==> src/rtl/note_seq_pkg.sv <==
// Shared types and constants for the note sequencer: state encoding, default widths, tempo table.
// Latency: n/a (package only).
// Backpressure: n/a.
package note_seq_pkg;

   localparam int NOTE_W_DEF = 32;
   localparam int ADDR_W_DEF = 6;
   localparam int PERIOD_W   = 27;

   // Encoding is visible on the LEDs, so the values are fixed.
   typedef enum logic [1:0] {
      ST_IDLE      = 2'd0,
      ST_REC       = 2'd1,
      ST_PLAY      = 2'd2,
      ST_PLAY_WAIT = 2'd3
   } seq_state_e;

   // Beat period in 50 MHz cycles, indexed by the speed switches.
   localparam logic [PERIOD_W-1:0] PERIOD_TABLE [8] = '{
      27'd75000000, 27'd50000000, 27'd37500000, 27'd30000000,
      27'd25000000, 27'd21428571, 27'd16666667, 27'd13636364
   };

   // Scaled period, clamped to 2 so the down-counter always has a non-tick cycle.
   function automatic logic [PERIOD_W-1:0] beat_period(input logic [2:0] speed, input int shift);
      logic [PERIOD_W-1:0] p;
      p = PERIOD_TABLE[speed] >> shift;
      if (p < 27'd2) begin
         p = 27'd2;
      end
      return p;
   endfunction

endpackage

==> src/rtl/note_sequencer_beat_timer.sv <==
// Tempo tick generator: down-counter reloaded with period-1 on load and on every tick.
// Latency: first tick exactly 'period' cycles after the load cycle.
// Backpressure: none; counter simply holds while enable is low.
module beat_timer
   import note_seq_pkg::*;
(
   input  logic                clk,
   input  logic                reset,
   input  logic                load_i,
   input  logic                en_i,
   input  logic [PERIOD_W-1:0] period_i,
   output logic                tick_o
);

   logic [PERIOD_W-1:0] cnt_q;
   logic [PERIOD_W-1:0] cnt_d;

   // Next count: load wins, otherwise count down and reload on wrap (period re-sampled here).
   always_comb begin
      cnt_d = cnt_q;
      if (load_i) begin
         cnt_d = period_i - 27'd1;
      end else if (en_i) begin
         if (cnt_q == '0) begin
            cnt_d = period_i - 27'd1;
         end else begin
            cnt_d = cnt_q - 27'd1;
         end
      end
   end

   // Counter register.
   always_ff @(posedge clk) begin
      if (reset) begin
         cnt_q <= '0;
      end else begin
         cnt_q <= cnt_d;
      end
   end

   assign tick_o = en_i && (cnt_q == '0);

endmodule

==> src/rtl/note_sequencer.sv <==
// Record/playback sequencer for the note RAM: owns address, write strobe and tempo tick.
// Latency: write on the tick cycle; playback strobe one cycle after the tick (RAM read latency).
// Backpressure: none; start commands are dropped unless idle, stop always honoured.
module note_sequencer
   import note_seq_pkg::*;
#(
   parameter int NOTE_W       = NOTE_W_DEF,
   parameter int ADDR_W       = ADDR_W_DEF,
   parameter int PERIOD_SHIFT = 0
) (
   input  logic              clk,
   input  logic              reset,
   input  logic              start_rec,
   input  logic              start_play,
   input  logic              stop,
   input  logic              loop_en,
   input  logic [2:0]        speed,
   input  logic [NOTE_W-1:0] note_in,
   input  logic [NOTE_W-1:0] ram_q,
   output logic [ADDR_W-1:0] ram_addr,
   output logic              ram_wren,
   output logic [NOTE_W-1:0] ram_wdata,
   output logic [NOTE_W-1:0] note_out,
   output logic              note_valid,
   output logic [ADDR_W:0]   rec_len,
   output logic              full,
   output logic              busy,
   output logic [1:0]        state
);

   localparam logic [ADDR_W:0] DEPTH = {1'b1, {ADDR_W{1'b0}}};

   seq_state_e          state_q;
   logic [ADDR_W-1:0]   addr_q;
   logic [ADDR_W:0]     rec_len_q;
   logic                full_q;
   logic [NOTE_W-1:0]   note_q;

   logic                tick;
   logic                load;
   logic [PERIOD_W-1:0] period;
   logic [ADDR_W:0]     addr_inc;
   logic [ADDR_W:0]     rec_len_inc;

   assign period      = beat_period(speed, PERIOD_SHIFT);
   assign addr_inc    = {1'b0, addr_q} + 1'b1;
   assign rec_len_inc = rec_len_q + 1'b1;

   // The timer restarts on exactly the cycles the IDLE branch below accepts a command.
   assign load = (state_q == ST_IDLE) &&
                 (start_rec || (start_play && (rec_len_q != '0)));

   beat_timer u_beat_timer (
      .clk      (clk),
      .reset    (reset),
      .load_i   (load),
      .en_i     (state_q != ST_IDLE),
      .period_i (period),
      .tick_o   (tick)
   );

   // Sequencer FSM with its address, length, full flag and held note.
   always_ff @(posedge clk) begin
      if (reset) begin
         state_q   <= ST_IDLE;
         addr_q    <= '0;
         rec_len_q <= '0;
         full_q    <= 1'b0;
         note_q    <= '0;
      end else begin
         case (state_q)
            ST_IDLE: begin
               if (start_rec) begin
                  state_q   <= ST_REC;
                  addr_q    <= '0;
                  rec_len_q <= '0;
                  full_q    <= 1'b0;
               end else if (start_play && (rec_len_q != '0)) begin
                  state_q <= ST_PLAY;
                  addr_q  <= '0;
               end
            end
            ST_REC: begin
               // A tick's write is committed even when stop lands on the same cycle.
               if (tick) begin
                  addr_q    <= addr_inc[ADDR_W-1:0];
                  rec_len_q <= rec_len_inc;
                  if (rec_len_inc == DEPTH) begin
                     state_q <= ST_IDLE;
                     full_q  <= 1'b1;
                  end
               end
               if (stop) begin
                  state_q <= ST_IDLE;
               end
            end
            ST_PLAY: begin
               if (stop) begin
                  state_q <= ST_IDLE;
               end else if (tick) begin
                  state_q <= ST_PLAY_WAIT;
               end
            end
            ST_PLAY_WAIT: begin
               note_q <= ram_q;
               if (addr_inc == rec_len_q) begin
                  if (loop_en && !stop) begin
                     addr_q  <= '0;
                     state_q <= ST_PLAY;
                  end else begin
                     state_q <= ST_IDLE;
                  end
               end else begin
                  addr_q  <= addr_inc[ADDR_W-1:0];
                  state_q <= stop ? ST_IDLE : ST_PLAY;
               end
            end
            default: state_q <= ST_IDLE;
         endcase
      end
   end

   // The strobe cycle shows ram_q directly so note_out and note_valid change together;
   // note_q holds that value afterwards.
   assign note_valid = (state_q == ST_PLAY_WAIT);
   assign note_out   = note_valid ? ram_q : note_q;

   assign ram_addr  = addr_q;
   assign ram_wren  = (state_q == ST_REC) && tick;
   assign ram_wdata = note_in;
   assign rec_len   = rec_len_q;
   assign full      = full_q;
   assign busy      = (state_q != ST_IDLE);
   assign state     = state_q;

endmodule

==> config.mk <==
export PLATFORM = sky130hd
export DESIGN_NAME = note_sequencer
export DESIGN_NICKNAME = d
export VERILOG_FILES = /design/src/rtl/note_seq_pkg.sv /design/src/rtl/note_sequencer_beat_timer.sv /design/src/rtl/note_sequencer.sv
export SDC_FILE = /design/constraint.sdc
export NUM_CORES = 1
export LEC_CHECK = 0
export BUFFER_PORTS_ARGS = -buffer_cell sky130_fd_sc_hd__buf_2
export CORE_MARGIN = 10
export CORE_UTILIZATION = 33
export DETAILED_ROUTE_END_ITERATION = 10
export PLACE_DENSITY_LB_ADDON = 0.08
export SETUP_SLACK_MARGIN = 0.15
export SLEW_MARGIN = 40
export SYNTH_ARGS = -nofsm -noshare
export SYNTH_HDL_FRONTEND = slang
export SYNTH_SLANG_ARGS = --single-unit
export TNS_END_PERCENT = 20
==> constraint.sdc <==
create_clock -name clk -period 2.9 [get_ports clk]
set_input_delay 0.435 -clock clk [delete_from_list [all_inputs] [get_ports clk]]
set_output_delay 0.435 -clock clk [all_outputs]
set_load 0.1 [all_outputs]
==> summary.md, run 1 <==
| Metric | Value |
|---|---|
| Area contributors post-synth | `dfxtp_1 (32%), mux2_2 (8.1%), o21ai_0 (5.9%), nor2b_1 (5.5%), buf_4 (5.1%)` |
| Outcome | `completed` |
| Final Hold Vio Count | `0` |
| Synth Warn # | `0` |
| DRT Pass-1 Iters | `4` |
| Ys flop type | `dfxtp_1` |
| RSZ-0062 raised after global routing | `yes` |
| Crit start category | `flip-flop` |
| Minimum clock period | `2.723 ns` |
| Commonest cells post-synth | `dfxtp_1 (75), o21ai_0 (55), a21oi_1 (46), nor2_1 (45), nor2b_1 (41)` |
| Post-DP HPWL | `roughly 10000 microns` |
| Sum of negative setup slack | `0 ns` |
| Met3 usage | `0.03437` |
| FILL cells | `1414` |
| Worst EP arrival | `between 2 and 2.5 ns` |
| GR Util met1 | `0.1672` |
| Slew Viols, Final | `0` |
| Routed via count | `between 4000 and 5000` |
| Root buffer cell | `clkbuf_16` |
| Die area | `19420 sq um` |
| CP Max Fanout | `5` |
| Slew margin rel. | `0.5865` |
| Via/cell ratio | `5.363` |
| Grt total ovfl | `0` |
| I/O pin count | `around 160` |
| Crit Path Class | `flip-flop to primary output` |
| Register area share after synthesis | `0.3194` |
| Area Growth Syn to Fin | `27.20%` |
| Core area | `about 14000 sq um` |
| Clock transition at the registers of the reported paths | `about 0.070 ns` |
| Max Freq | `367.2 MHz` |
| Die W | `139.4 microns` |
| PD cells | `slightly below 900 nW/um^2` |
| Crit share post-route | `0.9391` |
| Sequential power share | `0.275` |
| # diodes | `0` |
| Sw Pwr | `between 2 and 2.5 mW` |
| Drt first-iter violations | `between 200 and 300` |
| CTS tree | `built` |
| CTS hold repair buffers | `0` |
| Mapped Area | `between 4000 and 5000 sq um` |
| Clk buf depth | `2` |
| Max cap viols | `0` |
| Grt peak-use layer | `met2` |
| Worst-margin pin slew | `a little over 0.6 ns` |
| DR DRC count | `0` |
| DIE HEIGHT | `between 100 and 150 microns` |
| Peak supply drop | `roughly 0.00040 V` |
| Post-Route WL | `14170 microns` |
| Port buffer count | `91` |
| H-tree levels | `3` |
| Pint | `2.802 mW` |
| P_leak | `~2.4 nW` |
| Clock latency on the worst-skew pair | `between 0.3 and 0.4 ns` |
| Final ANT Viol Nets | `0` |
| Count leader, synth | `dfxtp_1` |
| Clk pwr share | `0.212` |
| Pwr Total | `between 5 and 6 mW` |
| Final setup fails | `0` |
| Async SR Flop Fraction | `0` |
| Post-Syn Nets | `between 600 and 700` |
| Final nets | `just over 700` |
| Ratio of cells with drive above 1 in the final layout | `0.3038` |
| EDFF count, synth | `0` |
| First-pass GRT wire length | `~23000 microns` |
| Count of cell types in the netlist | `63` |
| Avg Cell Area, Syn | `between 8 and 9 sq um` |
| Worst hold path type | `input port to flip-flop` |
| Gp weighted congestion | `0.8220` |
| GRT met2 Usage | `0.2372` |
| Post-synthesis cell count | `579` |
| Area leader, netlist | `dfxtp_1` |
| Vias in the first global route | `between 4000 and 5000` |
| Switching Fraction | `0.4582` |
| Top-area cell type share of the netlist area | `0.3194` |
| Clock sink total | `between 70 and 80` |
| Global Route Usage Sum | `0.1402` |
| Post-synthesis register bit count | `75` |
| Largest net degree at the start of global routing | `46` |
| Worst Skew | `0.009014 ns` |
| Wirelength per Cell | `about 17 microns` |
| Num rows | `43` |
| Initial antenna violation count | `0` |
| Starting Density | `0.3373` |
| Gate power share | `0.513` |
| Crit path required time | `between 2 and 2.5 ns` |
| Crit path capture type | `primary output` |
| CTS Buf Count | `9` |
==> kinds of logic (layout without fill, tap and decap cells) <==
family,after synthesis,after routing,synth area share
mux,37,37,0.08784
compound gates,146,146,0.1863
fa+ha+maj,10,10,0.02662
simple gates,218,218,0.2643
flops,75,75,0.3194
xor+xnor,12,12,0.02236
buf+inv,81,134,0.09316
==> worst paths after layout <==
kind | from | to | slack (ns) | cells past startpoint
worst max-delay path | u_beat_timer.cnt_q[9]$_SDFFE_PP0P_ | ram_wren | 0.18 | 5
worst min-delay path | start_rec | full$_SDFFE_PP0P_ | 0.36 | 2
worst max register to register | u_beat_timer.cnt_q[0]$_SDFFE_PP0P_ | state[1]$_SDFFE_PP0P_ | 0.23 | 8
worst min register to register | u_beat_timer.cnt_q[14]$_SDFFE_PP0P_ | u_beat_timer.cnt_q[14]$_SDFFE_PP0P_ | 0.46 | 2
==> power by group through the flow <==
stage / clock network (mW) / registers (mW) / logic [mW]
6_report: 1.10 / 1.42 / 2.65
3_3_place_gp: 0 / 1.42 / 2.54
2_1_floorplan: 0 / 1.44 / 1.99
3_5_place_dp: 0 / 1.43 / 2.56
5_1_grt: 1.18 / 1.45 / 2.88
4_1_cts: 1.14 / 1.42 / 2.64
==> placed cells by master (no fill, tap or decap), types with 3 or more instances in the layout <==
cell type	n
nand3_1	16
and3_1	4
mux2i_1	3
nand4_1	5
mux2_2	34
and2_1	3
nand2b_1	7
nand3b_1	4
ha_1	10
a21o_1	3
or4_1	5
buf_2	58
a211oi_1	9
buf_4	15
dfxtp_1	60
nor3_1	22
xnor2_1	5
nor2_1	45
a21oi_1	45
xor2_1	7
nand2_1	23
nor2b_1	41
dfxtp_2	12
buf_12	34
nor4_1	9
or3b_2	3
o21ai_0	55
dfxtp_4	3
and4b_1	3
or3_1	5
inv_1	9
a32oi_1	6
o21a_1	3
clkbuf_16	9
==> flip-flops by register name, indices dropped and copies added, names as in the netlist <==
| signal | count |
|---|---|
| note_q | 32 |
| ram_addr | 6 |
| rec_len | 7 |
| full | 1 |
| state | 2 |
| u_beat_timer.cnt_q | 27 |
==> layout make-up <==
cell class	instances	area (sq um)	share of cell area
repair buffers	109	1106	0.1850
flip-flops and latches	75	1528	0.2555
clock inverters	7	57.56	0.009625
clock buffers	9	225.2	0.03766
well taps	180	225.2	0.03766
multi-input cells	423	2804	0.4689
inverters	9	33.78	0.005650
==> worst max-delay path, stage by stage, from the launching register on <==
cell and delay (ns):
dfxtp_2 0.34, or4_4 0.53, or4b_4 0.57, nor4_4 0.18
buf_6 0.15, buf_12 0.16
==> through the flow <==
stage | instance area, sq um | utilization | worst slack [ns] | hold WS [ns] | instances
after floorplan | 4725 | - | 0.1244 | 0.4313 | 579
after global placement | 5629 | 0.4040 | 0.2441 | 0.4443 | 794
after detailed placement | 5629 | 0.4040 | 0.1895 | 0.4553 | 794
after CTS | 5952 | 0.4271 | 0.1566 | 0.3311 | 812
after global routing | 5979 | 0.4291 | 0.02435 | 0.3529 | 812
final | 5979 | 0.4291 | 0.1766 | 0.3560 | 812
==> per-layer routing <==
layer	up-vias	routed length, microns	share of wire
li1	2158	-	-
met1	2064	6084	0.43
met2	108	7172	0.51
met3	25	704	0.050
met4	0	211	0.015
met5	-	0	0
==> repair_timing <==
| item | CTS | global route |
|---|---|---|
| buffers inserted | 2 | 0 |
| gates resized for setup | 9 | 5 |
| endpoints found under the hold margin | 0 | 0 |
| setup endpoints to repair | 1 | 21 |
| pin swaps | 4 | 0 |
Power figures use the tool's default switching activity.
==> run 2, diff against run 1 <==
--- a/config.mk
+++ b/config.mk
@@ -5,11 +5,14 @@
 export SDC_FILE = /design/constraint.sdc
 export NUM_CORES = 1
 export LEC_CHECK = 0
+export ABC_AREA = 1
 export BUFFER_PORTS_ARGS = -buffer_cell sky130_fd_sc_hd__buf_2
+export CORE_ASPECT_RATIO = 1.5
 export CORE_MARGIN = 10
 export CORE_UTILIZATION = 33
 export DETAILED_ROUTE_END_ITERATION = 10
 export PLACE_DENSITY_LB_ADDON = 0.08
+export RECOVER_POWER = 100
 export SETUP_SLACK_MARGIN = 0.15
 export SLEW_MARGIN = 40
 export SYNTH_ARGS = -nofsm -noshare
==> run 2 against run 1 <==
Against the previous run:
- power grew 40%
- sequential power is 21% higher
- critical path depth rose by 2
- maximum frequency rose by 3.6%
- non-clock buffer count is 13 lower
- synthesized area rose by 5.6%
==> summary.md, run 2 <==
| Metric | Value |
|---|---|
| Sequential power share | `0.237 (-0.038)` |
| Cell breakdown of the critical path | `nand2_1 > inv_1 > buf_4 > or2_2 > o21ai_1 > clkinvlp_4 > clkbuf_2` |
| Final setup fails | `0 (unchanged)` |
| Reg2reg start | `rec_len[0]$_SDFFE_PP0P_` |
| Post-Syn Nets | `864 (+31%)` |
| Most common cell after layout, fill and taps aside | `nand2_1` |
| CTS tree | `built` |
| Final Hold Vio Count | `0 (unchanged)` |
| Hold Path End | `note_q[0]$_SDFF_PP0_` |
| EDFF count, synth | `0 (unchanged)` |
| Dpl cells | `1014 (+28%)` |
| CTS Buf Count | `9 (unchanged)` |
| Worst EP arrival | `2.19 ns (-0.10 ns)` |
| Vias in the first global route | `4835 (+16%)` |
| Core area | `14660 sq um (+5.2%)` |
| Clock sink total | `75 (unchanged)` |
| Outcome | `completed` |
| Num rows | `54 (+26%)` |
| Crit Path Class | `flip-flop to primary output` |
| Clk buf depth | `2 (unchanged)` |
| Largest net degree at the start of global routing | `48 (+4.3%)` |
| CP max-delay cell | `dfxtp_1` |
| Ys flop type | `dfxtp_1` |
| Crit share post-route | `0.9060 (-0.03307)` |
| Max Freq | `380.6 MHz (+3.6%)` |
| Count leader, synth | `nand2_1` |
| Finished Layout Cells | `1030 (+27%)` |
| Async SR Flop Fraction | `0 (unchanged)` |
| Ratio of cells with drive above 1 in the final layout | `0.1942 (-0.1096)` |
| FF+latch area | `1503 sq um (-1.6%)` |
| Starting Density | `0.3385 (+0.001195)` |
| Sw Pwr | `4.259 mW (+80%)` |
| Worst r2r dst | `u_beat_timer.cnt_q[18]$_SDFFE_PP0P_` |
| Grt total ovfl | `0 (unchanged)` |
| Register-to-register setup slack | `0.34 ns (+0.11 ns)` |
| H-tree levels | `3 (unchanged)` |
| Final ANT Viol Nets | `0 (unchanged)` |
| Worst Skew | `0.007750 ns (-0.001264 ns)` |
| Minimum clock period | `2.628 ns (-0.09590 ns)` |
| Synth Warn # | `0 (unchanged)` |
| Count of cell types in the netlist | `35 (-44%)` |
| P_leak | `2.944 nW (+22%)` |
| Port buffer count | `91 (unchanged)` |
| Multi-input logic area | `2700 sq um (-3.7%)` |
| Routed via count | `4915 (+13%)` |
| Met3 usage | `0.04140 (+0.007039)` |
| Mapped Area | `4964 sq um (+5.6%)` |
| Final nets | `912 (+28%)` |
| Reg with most FFs | `note_q` |
| Clock latency on the worst-skew pair | `0.34 ns (about the same)` |
| Post-Route WL | `15200 microns (+7.2%)` |
| RSZ-0062 raised after global routing | `no` |
| Hold depth | `3 (+1)` |
| Grt peak-use layer | `met2` |
| Gate power share | `0.618 (+0.105)` |
| I/O pin count | `156 (unchanged)` |
| Area Growth Syn to Fin | `12.93%` |
| Gp weighted congestion | `0.8724 (+6.1%)` |
| Post-CTS Setup Inserts | `0 (-2)` |
| Slew Viols, Final | `0 (unchanged)` |
| PD cells | `1294 nW/um^2 (+50%)` |
| Number of flip-flops in the largest register | `32 (unchanged)` |
| DRT Pass-1 Iters | `4 (unchanged)` |
| Drt first-iter violations | `360 (+23%)` |
| Switching Fraction | `0.5872 (+0.1290)` |
| Die area | `20450 sq um (+5.3%)` |
| DIE HEIGHT | `170.2 microns (+22%)` |
| Avg Cell Area, Syn | `6.355 sq um (-22%)` |
| Crit start category | `flip-flop` |
| Worst-margin pin slew | `1.190 ns (+0.5753 ns)` |
| GRT met2 Usage | `0.2788 (+0.04160)` |
| # diodes | `0 (unchanged)` |
| Top-area cell type share of the netlist area | `0.3025 (-0.01691)` |
| Post-synthesis register bit count | `75 (unchanged)` |
| Register area share after synthesis | `0.3025 (-0.01691)` |
| Crit path capture type | `primary output` |
| Crit path largest cell delay | `0.51 ns (-0.06 ns)` |
| Worst hold path type | `input port to flip-flop` |
| Area leader, netlist | `dfxtp_1` |
| Peak supply drop | `0.0006550 V (+66%)` |
| Root buffer cell | `clkbuf_16` |
| Post-DP HPWL | `11640 microns (+14%)` |
| GR Util met1 | `0.1543 (-0.01290)` |
| Crit path required time | `2.47 ns (about the same)` |
| Global Route Usage Sum | `0.1498 (+0.009591)` |
| Area contributors post-synth | `dfxtp_1 (30%), nand2_1 (12%), nor2_1 (8.4%), inv_1 (7.3%), o21ai_0 (7.1%)` |
| Pint | `2.994 mW (+6.9%)` |
| Max cap viols | `0 (unchanged)` |
| Slew margin rel. | `0.2101 (-0.3764)` |
| Clk pwr share | `0.145 (-0.067)` |
| Reg2reg path depth | `11 (+3)` |
| FILL cells | `1633 (+15%)` |
| Commonest cells post-synth | `nand2_1 (155), nor2_1 (111), inv_1 (96), dfxtp_1 (75), o21ai_0 (70)` |
| Initial antenna violation count | `0 (unchanged)` |
| Sum of negative setup slack | `0 ns (unchanged)` |
| DR DRC count | `0 (unchanged)` |
| Clock transition at the registers of the reported paths | `0.06 ns (about the same)` |
| First-pass GRT wire length | `24630 microns (+8.5%)` |
| Post-synthesis cell count | `781 (+35%)` |
| Most frequent cells in the layout | `nand2_1 (155), nor2_1 (111), inv_1 (88)` |
| HP Start | `ram_q[0]` |
| Via/cell ratio | `4.772 (-11%)` |
| Die W | `120.1 microns (-14%)` |
| CP Max Fanout | `29 (+24)` |
| Wirelength per Cell | `14.75 microns (-15%)` |
[run 2: cell types whose count changed in the layout (fill, tap and decap cells not counted), sizes merged, moves of 41 or more]
cell   before  now
nor2       45  121
nor2b      41    0
buf       109   64
nand2      24  162
inv        13   96
[run 2: cell type report]
cell class                 instances  area share
sequential                        75      0.2681
timing repair buffer              96     0.08594
clock buffer                      11     0.04152
multi-input combinational        545      0.4817
tap                              196     0.04375
clock inverter                     5    0.006696
inverter                         102     0.07232
[run 2: stage by stage]
step	hold slack, ns	power (mW)	instance area (sq um)	setup WS [ns]	util
after detailed placement	0.4731	6.688	5757	0.5658	0.3926
after floorplan	0.4675	5.650	5001	0.02011	-
final	0.3758	7.253	5605	0.2725	0.3823
after CTS	0.3642	7.779	6027	0.2008	0.4111
after global placement	0.4575	6.671	5756	0.5970	0.3926
after global routing	0.3782	7.810	5605	0.08580	0.3823
[run 2: cell families (layout without fill, tap and decap cells)]
group	Yosys count	count (layout)	synth area share
AOI/OAI and AO/OA	133	133	0.1381
xor gates and xnor gates	17	17	0.03000
adders and majority gates	10	10	0.02521
buffers and inverters	161	214	0.1558
DFF	75	75	0.3025
and+or+nand+nor	385	385	0.3484
[run 2: metal layers]
metal / up-vias / share of wire / wire [microns]
li1: 2527 / - / -
met1: 2246 / 0.39 / 5897
met2: 123 / 0.53 / 8110
met3: 19 / 0.057 / 868
met4: 0 / 0.021 / 318
met5: - / 0 / 0
[run 2: worst max-delay path by stage]
stage                                       start                                  end  slack (ns)  cells after the start
2_1_floorplan               state[0]$_SDFFE_PP0P_                             ram_wren        0.02                      4
3_3_place_gp   u_beat_timer.cnt_q[0]$_SDFFE_PP0P_  u_beat_timer.cnt_q[13]$_SDFFE_PP0P_        0.60                     13
3_5_place_dp   u_beat_timer.cnt_q[0]$_SDFFE_PP0P_  u_beat_timer.cnt_q[13]$_SDFFE_PP0P_        0.57                     13
4_1_cts        u_beat_timer.cnt_q[0]$_SDFFE_PP0P_                             ram_wren        0.20                      7
5_1_grt                   rec_len[0]$_SDFFE_PP0P_  u_beat_timer.cnt_q[18]$_SDFFE_PP0P_        0.09                     11
6_report                    state[0]$_SDFFE_PP0P_                         note_out[22]        0.27                      7
[run 2: what timing repair did]
action                                  CTS  global route
endpoints found under the setup margin    0             1
endpoints found under the hold margin     0             0
hold buffers                              0             0
resized for setup                         0             1
[run 2: critical path, delay by kind of cell (launching register included)]
family                 cells  cell delay [ns]
buffers and inverters      4             0.95
DFF                        1             0.51
AOI/OAI and AO/OA          1             0.10
and+or+nand+nor            2             0.27
[run 2: power by group through the flow]
stage	clock, mW	sequential, mW	combinational, mW
floorplan	0	2.18	3.47
global placement	0	1.74	4.93
detailed placement	0	1.74	4.95
CTS	1.09	1.72	4.97
global route	1.13	1.77	4.91
finish	1.05	1.72	4.48
